<file path="src/rtl/serial_sub.sv">
// serial_sub: LSB-first bit-serial subtractor.
// Computes diff = a - b - bin (mod 2^WIDTH) one bit per clock with a single
// full-subtractor slice and a registered borrow. Start/busy/done handshake;
// the result is held until the next operation completes.
module serial_sub #(
  parameter int WIDTH = 8
) (
  input  logic             clk,
  input  logic             rst_n,
  input  logic             start,
  input  logic [WIDTH-1:0] a,
  input  logic [WIDTH-1:0] b,
  input  logic             bin,
  output logic             busy,
  output logic             done,
  output logic [WIDTH-1:0] diff,
  output logic             bout
);

  // Counter only needs to reach WIDTH-1; WIDTH >= 2 keeps CW >= 1.
  localparam int             CW   = $clog2(WIDTH);
  localparam logic [CW-1:0]  LAST = CW'(WIDTH - 1);

  typedef enum logic [1:0] {
    IDLE = 2'd0,
    RUN  = 2'd1,
    DONE = 2'd2
  } state_e;

  // One full-subtractor slice: returns {borrow_out, difference_bit}.
  function automatic logic [1:0] full_sub(input logic x, input logic y, input logic bi);
    logic d;
    logic bo;
    d  = x ^ y ^ bi;
    bo = (~x & y) | (~(x ^ y) & bi);
    return {bo, d};
  endfunction

  state_e           state_q;
  logic [WIDTH-1:0] a_q;
  logic [WIDTH-1:0] b_q;
  logic [WIDTH-1:0] res_q;
  logic [WIDTH-1:0] res_d;
  logic [WIDTH-1:0] diff_q;
  logic [CW-1:0]    cnt_q;
  logic             br_q;
  logic             br_d;
  logic             bout_q;
  logic             busy_q;
  logic             done_q;
  logic [1:0]       slice_s;

  // Subtractor slice on the current operand LSBs and the next result shift value.
  always_comb begin
    slice_s = full_sub(a_q[0], b_q[0], br_q);
    br_d    = slice_s[1];
    res_d   = {slice_s[0], res_q[WIDTH-1:1]};
  end

  // Control FSM, operand/result shifting and registered handshake outputs.
  always_ff @(posedge clk or negedge rst_n) begin
    if (!rst_n) begin
      state_q <= IDLE;
      a_q     <= '0;
      b_q     <= '0;
      res_q   <= '0;
      diff_q  <= '0;
      cnt_q   <= '0;
      br_q    <= 1'b0;
      bout_q  <= 1'b0;
      busy_q  <= 1'b0;
      done_q  <= 1'b0;
    end else begin
      case (state_q)
        // IDLE and DONE accept a new start identically (back-to-back ops).
        IDLE, DONE: begin
          done_q <= 1'b0;
          if (start) begin
            a_q     <= a;
            b_q     <= b;
            br_q    <= bin;
            cnt_q   <= '0;
            busy_q  <= 1'b1;
            state_q <= RUN;
          end else begin
            busy_q  <= 1'b0;
            state_q <= IDLE;
          end
        end
        RUN: begin
          a_q   <= {1'b0, a_q[WIDTH-1:1]};
          b_q   <= {1'b0, b_q[WIDTH-1:1]};
          br_q  <= br_d;
          res_q <= res_d;
          cnt_q <= cnt_q + 1'b1;
          if (cnt_q == LAST) begin
            diff_q  <= res_d;
            bout_q  <= br_d;
            busy_q  <= 1'b0;
            done_q  <= 1'b1;
            state_q <= DONE;
          end else begin
            state_q <= RUN;
          end
        end
        default: begin
          busy_q  <= 1'b0;
          done_q  <= 1'b0;
          state_q <= IDLE;
        end
      endcase
    end
  end

  assign busy = busy_q;
  assign done = done_q;
  assign diff = diff_q;
  assign bout = bout_q;

endmodule

</file>
<file path="config.mk">
export PLATFORM = sky130hd
export DESIGN_NAME = serial_sub
export DESIGN_NICKNAME = d
export VERILOG_FILES = /design/src/rtl/serial_sub.sv
export SDC_FILE = /design/constraint.sdc
export NUM_CORES = 1
export LEC_CHECK = 0
export BUFFER_PORTS_ARGS = -buffer_cell sky130_fd_sc_hd__buf_4
export CELL_PAD_IN_SITES_DETAIL_PLACEMENT = 0
export CELL_PAD_IN_SITES_GLOBAL_PLACEMENT = 1
export CORE_ASPECT_RATIO = 2
export CORE_MARGIN = 4
export CORE_UTILIZATION = 50
export CTS_BUF_LIST = sky130_fd_sc_hd__clkbuf_2 sky130_fd_sc_hd__clkbuf_4 sky130_fd_sc_hd__clkbuf_8
export DETAILED_ROUTE_END_ITERATION = 10
export PLACE_DENSITY_LB_ADDON = 0.2
export REMOVE_ABC_BUFFERS = 1
export SYNTH_ARGS = -nofsm -noshare
export SYNTH_HDL_FRONTEND = slang
export SYNTH_SLANG_ARGS = --single-unit
</file>
<file path="constraint.sdc">
create_clock -name clk -period 2.35 [get_ports clk]
set_input_delay 0.3525 -clock clk [delete_from_list [all_inputs] [get_ports clk]]
set_output_delay 0.3525 -clock clk [all_outputs]
set_load 0.1 [all_outputs]
</file>
After elaboration in Yosys (flattened, before gate mapping)

Cells that the tools add are included.

Output and inout bits: 11
Flip-flop bits (word level): 41
Word-level logic and storage cells: 44

Equality and inequality tests: 5
$add $sub $neg: 1
Bitwise logic cells: 7
Reductions and logical operators: 5
Multiplexer cells: 16

Operator list:

| operator                                      | number |
|---|---|
| case mux 8 bit (2 select lines)               | 2 |
| 2-to-1 mux 8 bit                              | 2 |
| 2-to-1 mux 1 bit                              | 6 |
| case mux 3 bit (2 select lines)               | 1 |
| != test 2 bit, second input constant          | 2 |
| case mux 1 bit (2 select lines)               | 2 |
| case mux 2 bit (2 select lines)               | 1 |
| AND reduction 2 bit                           | 2 |
| adder 3 x 1 -> 3 bit, second input constant   | 1 |
| == test 3 bit, second input constant          | 1 |
| 2-to-1 mux 3 bit                              | 1 |
| bitwise AND 1 bit                             | 2 |
| == test 2 x 1 -> 1 bit, second input constant | 1 |
| == test 2 bit, second input constant          | 1 |
| zero test 2 bit                               | 1 |
| 2-to-1 mux 2 bit                              | 1 |
| NOT 1 bit                                     | 2 |
| nonzero test 2 bit                            | 1 |
| OR reduction 2 bit                            | 1 |
| bitwise XOR 1 bit                             | 2 |
| bitwise OR 1 bit                              | 1 |

Logic depth before layout (Yosys ltp)

Depth after elaboration: 5
Gate-level depth with buffers: 6
Mapped depth without buffers: 5

Worst setup path after synthesis

OpenSTA, ideal clock, no wires.

Path type: flip-flop to flip-flop
Start: register cnt_q[0]
End: register diff_q[1], in the netlist diff[1]
Data arrival time: 1.347 ns
Cell stages (with the launch flop): 6
Slack: 0.877 ns
Path through: dfrtp_1 -> ha_1 -> ha_1 -> nand3b_1 -> buf_6 -> mux2_2

Cells in the longest elaborated chain, start to end: 2

Ends and longest elaborated chain:

| element                       | RTL line | RTL |
|---|---|---|
| from (decl)                   | 45       | `logic [CW-1:0] cnt_q;` |
| from (signal assigned)        | 95       | `cnt_q <= cnt_q + 1'b1;` |
| == test 3 bit                 | 96       | `if (cnt_q == LAST) begin` |
| AND reduction 2 bit (no line) | n/a      |  |
| to (signal assigned)          | 97       | `diff_q <= res_d;` |
| to (decl)                     | 44       | `logic [WIDTH-1:0] diff_q;` |

Every way passes these cells.
A chain may end at the register's enable or synchronous reset.

Final worst setup path

Start: register cnt_q[0]
End: register diff_q[0], in the netlist diff[0]

The elaborated chain is that of the path after synthesis.

==> flow_metrics.tcl <==
set metrics [dict create \
    dr.pass1.iters 4 \
    drive_above_1_share_pct 32.04 \
    cpPeakStageDelay_ns 0.39 \
    synth_top_cell_by_area "dfrtp_1" \
    place_congestion 0.6872 \
    setup_viol_count_final 0 \
    cts-buffers-inserted 5 \
    ctsHoldBuffers 0 \
    period_needed_ns 1.725 \
    die_h_um 94.30 \
    drv_slew 0 \
    h-tree-depth 2 \
    start_kind "flip-flop" \
    cp_max_fo 11 \
    hpwl_um 2369 \
    ys_ff_latch 40 \
    path_clk_slew_ns 0.08 \
    ys_seq_area_share_pct 53.76 \
    clockRootBuffer "clkbuf_8" \
    seqCellArea_um2 1001 \
    crit_type "reg2reg" \
    grt_use_total_pct 16.33 \
    vias 1213 \
    area_growth_syn_to_layout_pct 16.73 \
    hold_viol 0 \
    rsz0062_at_grt "false" \
    clk_latency_ns 0.29 \
    initial_utilization_pct 51.61 \
    status "finished, final reports clean" \
    nets 204 \
    rows 31 \
    grt_pass1_wl_um 5878 \
    synth_top_area_share_pct 53.76 \
    post_cts_resized 0 \
    overflow 0 \
    antenna_found_initial 0 \
    endpoint_kind "flip-flop" \
    slew_headroom_pct 65.78 \
    multiInputGateArea_um2 744.5 \
    critPathRequiredTime_ns 2.52 \
    drt_wl_total_um 3301 \
    netlist-cell-type-count 25 \
    worstPathCellList "ha_1, ha_1, nand3b_1, mux2_2" \
    cpMostUsedCell "ha_1" \
    grt_max_degree 41 \
    hold_path_class "in2async" \
    drtIter0Drc 4 \
    maxCapViolCount 0 \
    ant_nets 0 \
    fill_cells 326 \
    core-area_um2 3607 \
    port_buffers 30 \
    syn_area_per_cell_um2 12.17 \
    final_common_cell "dfrtp_1" \
    tightestPinTransition_ns 0.5117 \
    timing.final.crit_share_pct 73.41 \
    yosysWarnings 0 \
    fmax_mhz 579.6 \
    pin_count 31 \
    routed_via_density 5.274 \
    die_x_um 51.15 \
    finalSetupTns_ns 0 \
    clock-sinks 40 \
    routedWlPerCell_um 14.35 \
    drcViolationCount 0 \
    post_cts_buffers 0 \
    cts_buffer_depth 2 \
    syn_area_um2 1862 \
    die_area_um2 4823 \
    syn_inst 153 \
    final_cell_mix "dfrtp_1 (40), buf_4 (32), mux2_2 (17)" \
    critPathArrivalTime_ns 1.89 \
    antenna_cells 0 \
    cts_tree "built" \
    first_global_vias 1259 \
    cpMaxStageDelayCell "dfrtp_1" \
    netlist_top_cells_area "dfrtp_1 (54%), mux2_2 (10%), mux2i_1 (6.5%)" \
    skew_ns 0.009654 \
]
==> logic make-up after synthesis <==
family / synth area share [%]
buffers and inverters: 6.249
AO/OA/AOI/OAI: 12.57
adder cells (fa/ha/maj): 2.419
AND/OR/NAND/NOR: 7.460
multiplexers: 17.54
flip-flops: 53.76
==> layer usage <==
layer | GRT usage [%] | vias to the layer above | part of all wire (%)
met4 | 7.416 | 0 | 2.2
li1 | - | 596 | -
met5 | 0 | - | 0
met3 | 3.975 | 5 | 4.2
met2 | 28.23 | 25 | 54
met1 | 18.39 | 587 | 40
==> final cells by class <==
cell class	instances	area share (%)
sequential	40	46.06
multi-input combinational	94	34.25
timing repair buffer	32	11.05
clock buffer	7	4.433
tap	49	2.821
inverter	8	1.382
==> cells in the mapped netlist, drive strengths merged <==
cell     n
a211oi  12
a21oi   15
a22o     2
and2     1
buf     10
clkbuf   1
dfrtp   40
fa       1
ha       2
inv      8
mux2    18
mux2i   12
nand2    1
nand2b   2
nand3    3
nand3b   1
nor2     3
nor2b   12
o21ai    5
o22ai    3
o31ai    1
==> worst paths after layout <==
path | slack [ns] | from | cells after the start | to
min | 0.03 | rst_n | 1 | state_q[0]$_DFF_PN0_
min reg2reg | 0.50 | bout$_DFFE_PN0P_ | 2 | bout$_DFFE_PN0P_
max in group asynchronous | 1.97 | rst_n | 1 | state_q[1]$_DFF_PN0_
max | 0.62 | cnt_q[0]$_DFFE_PN0P_ | 4 | diff[0]$_DFFE_PN0P_
min in group clk | 0.33 | b[7] | 3 | b_q[7]$_DFFE_PN0P_
max reg2reg | 0.62 | cnt_q[0]$_DFFE_PN0P_ | 4 | diff[0]$_DFFE_PN0P_
==> registers in the layout (all words and copies together), names as in the netlist <==
signal,count
state_q,2
done,1
busy,1
b_q,8
diff,8
cnt_q,3
a_q,8
res_q,7
bout,1
br_q,1
==> worst max-delay path: cells and delay by family, from the launching register on <==
kind / cells / cell delay [ns]
DFF: 1 / 0.39
and+or+nand+nor: 1 / 0.39
muxes: 1 / 0.39
adders and majority gates: 2 / 0.42
==> stage by stage <==
| stage | util (%) | hold slack (ns) | std cells | setup WS (ns) | instance area [µm²] |
|---|---|---|---|---|---|
| final | 60.25 | 0.02936 | 230 | 0.6248 | 2173 |
| after floorplan | - | 0.05691 | 142 | 0.6174 | 1775 |
| after global routing | 60.25 | 0.06350 | 230 | 0.5246 | 2173 |
| after CTS | 60.25 | 0.04584 | 230 | 0.6025 | 2173 |
| after global placement | 57.58 | 0.3437 | 223 | 0.6706 | 2077 |
| after detailed placement | 57.58 | 0.3613 | 223 | 0.6189 | 2077 |
Power is not shown: default switching activity piles up to over one toggle a cycle in this logic, so the estimate is an artifact.
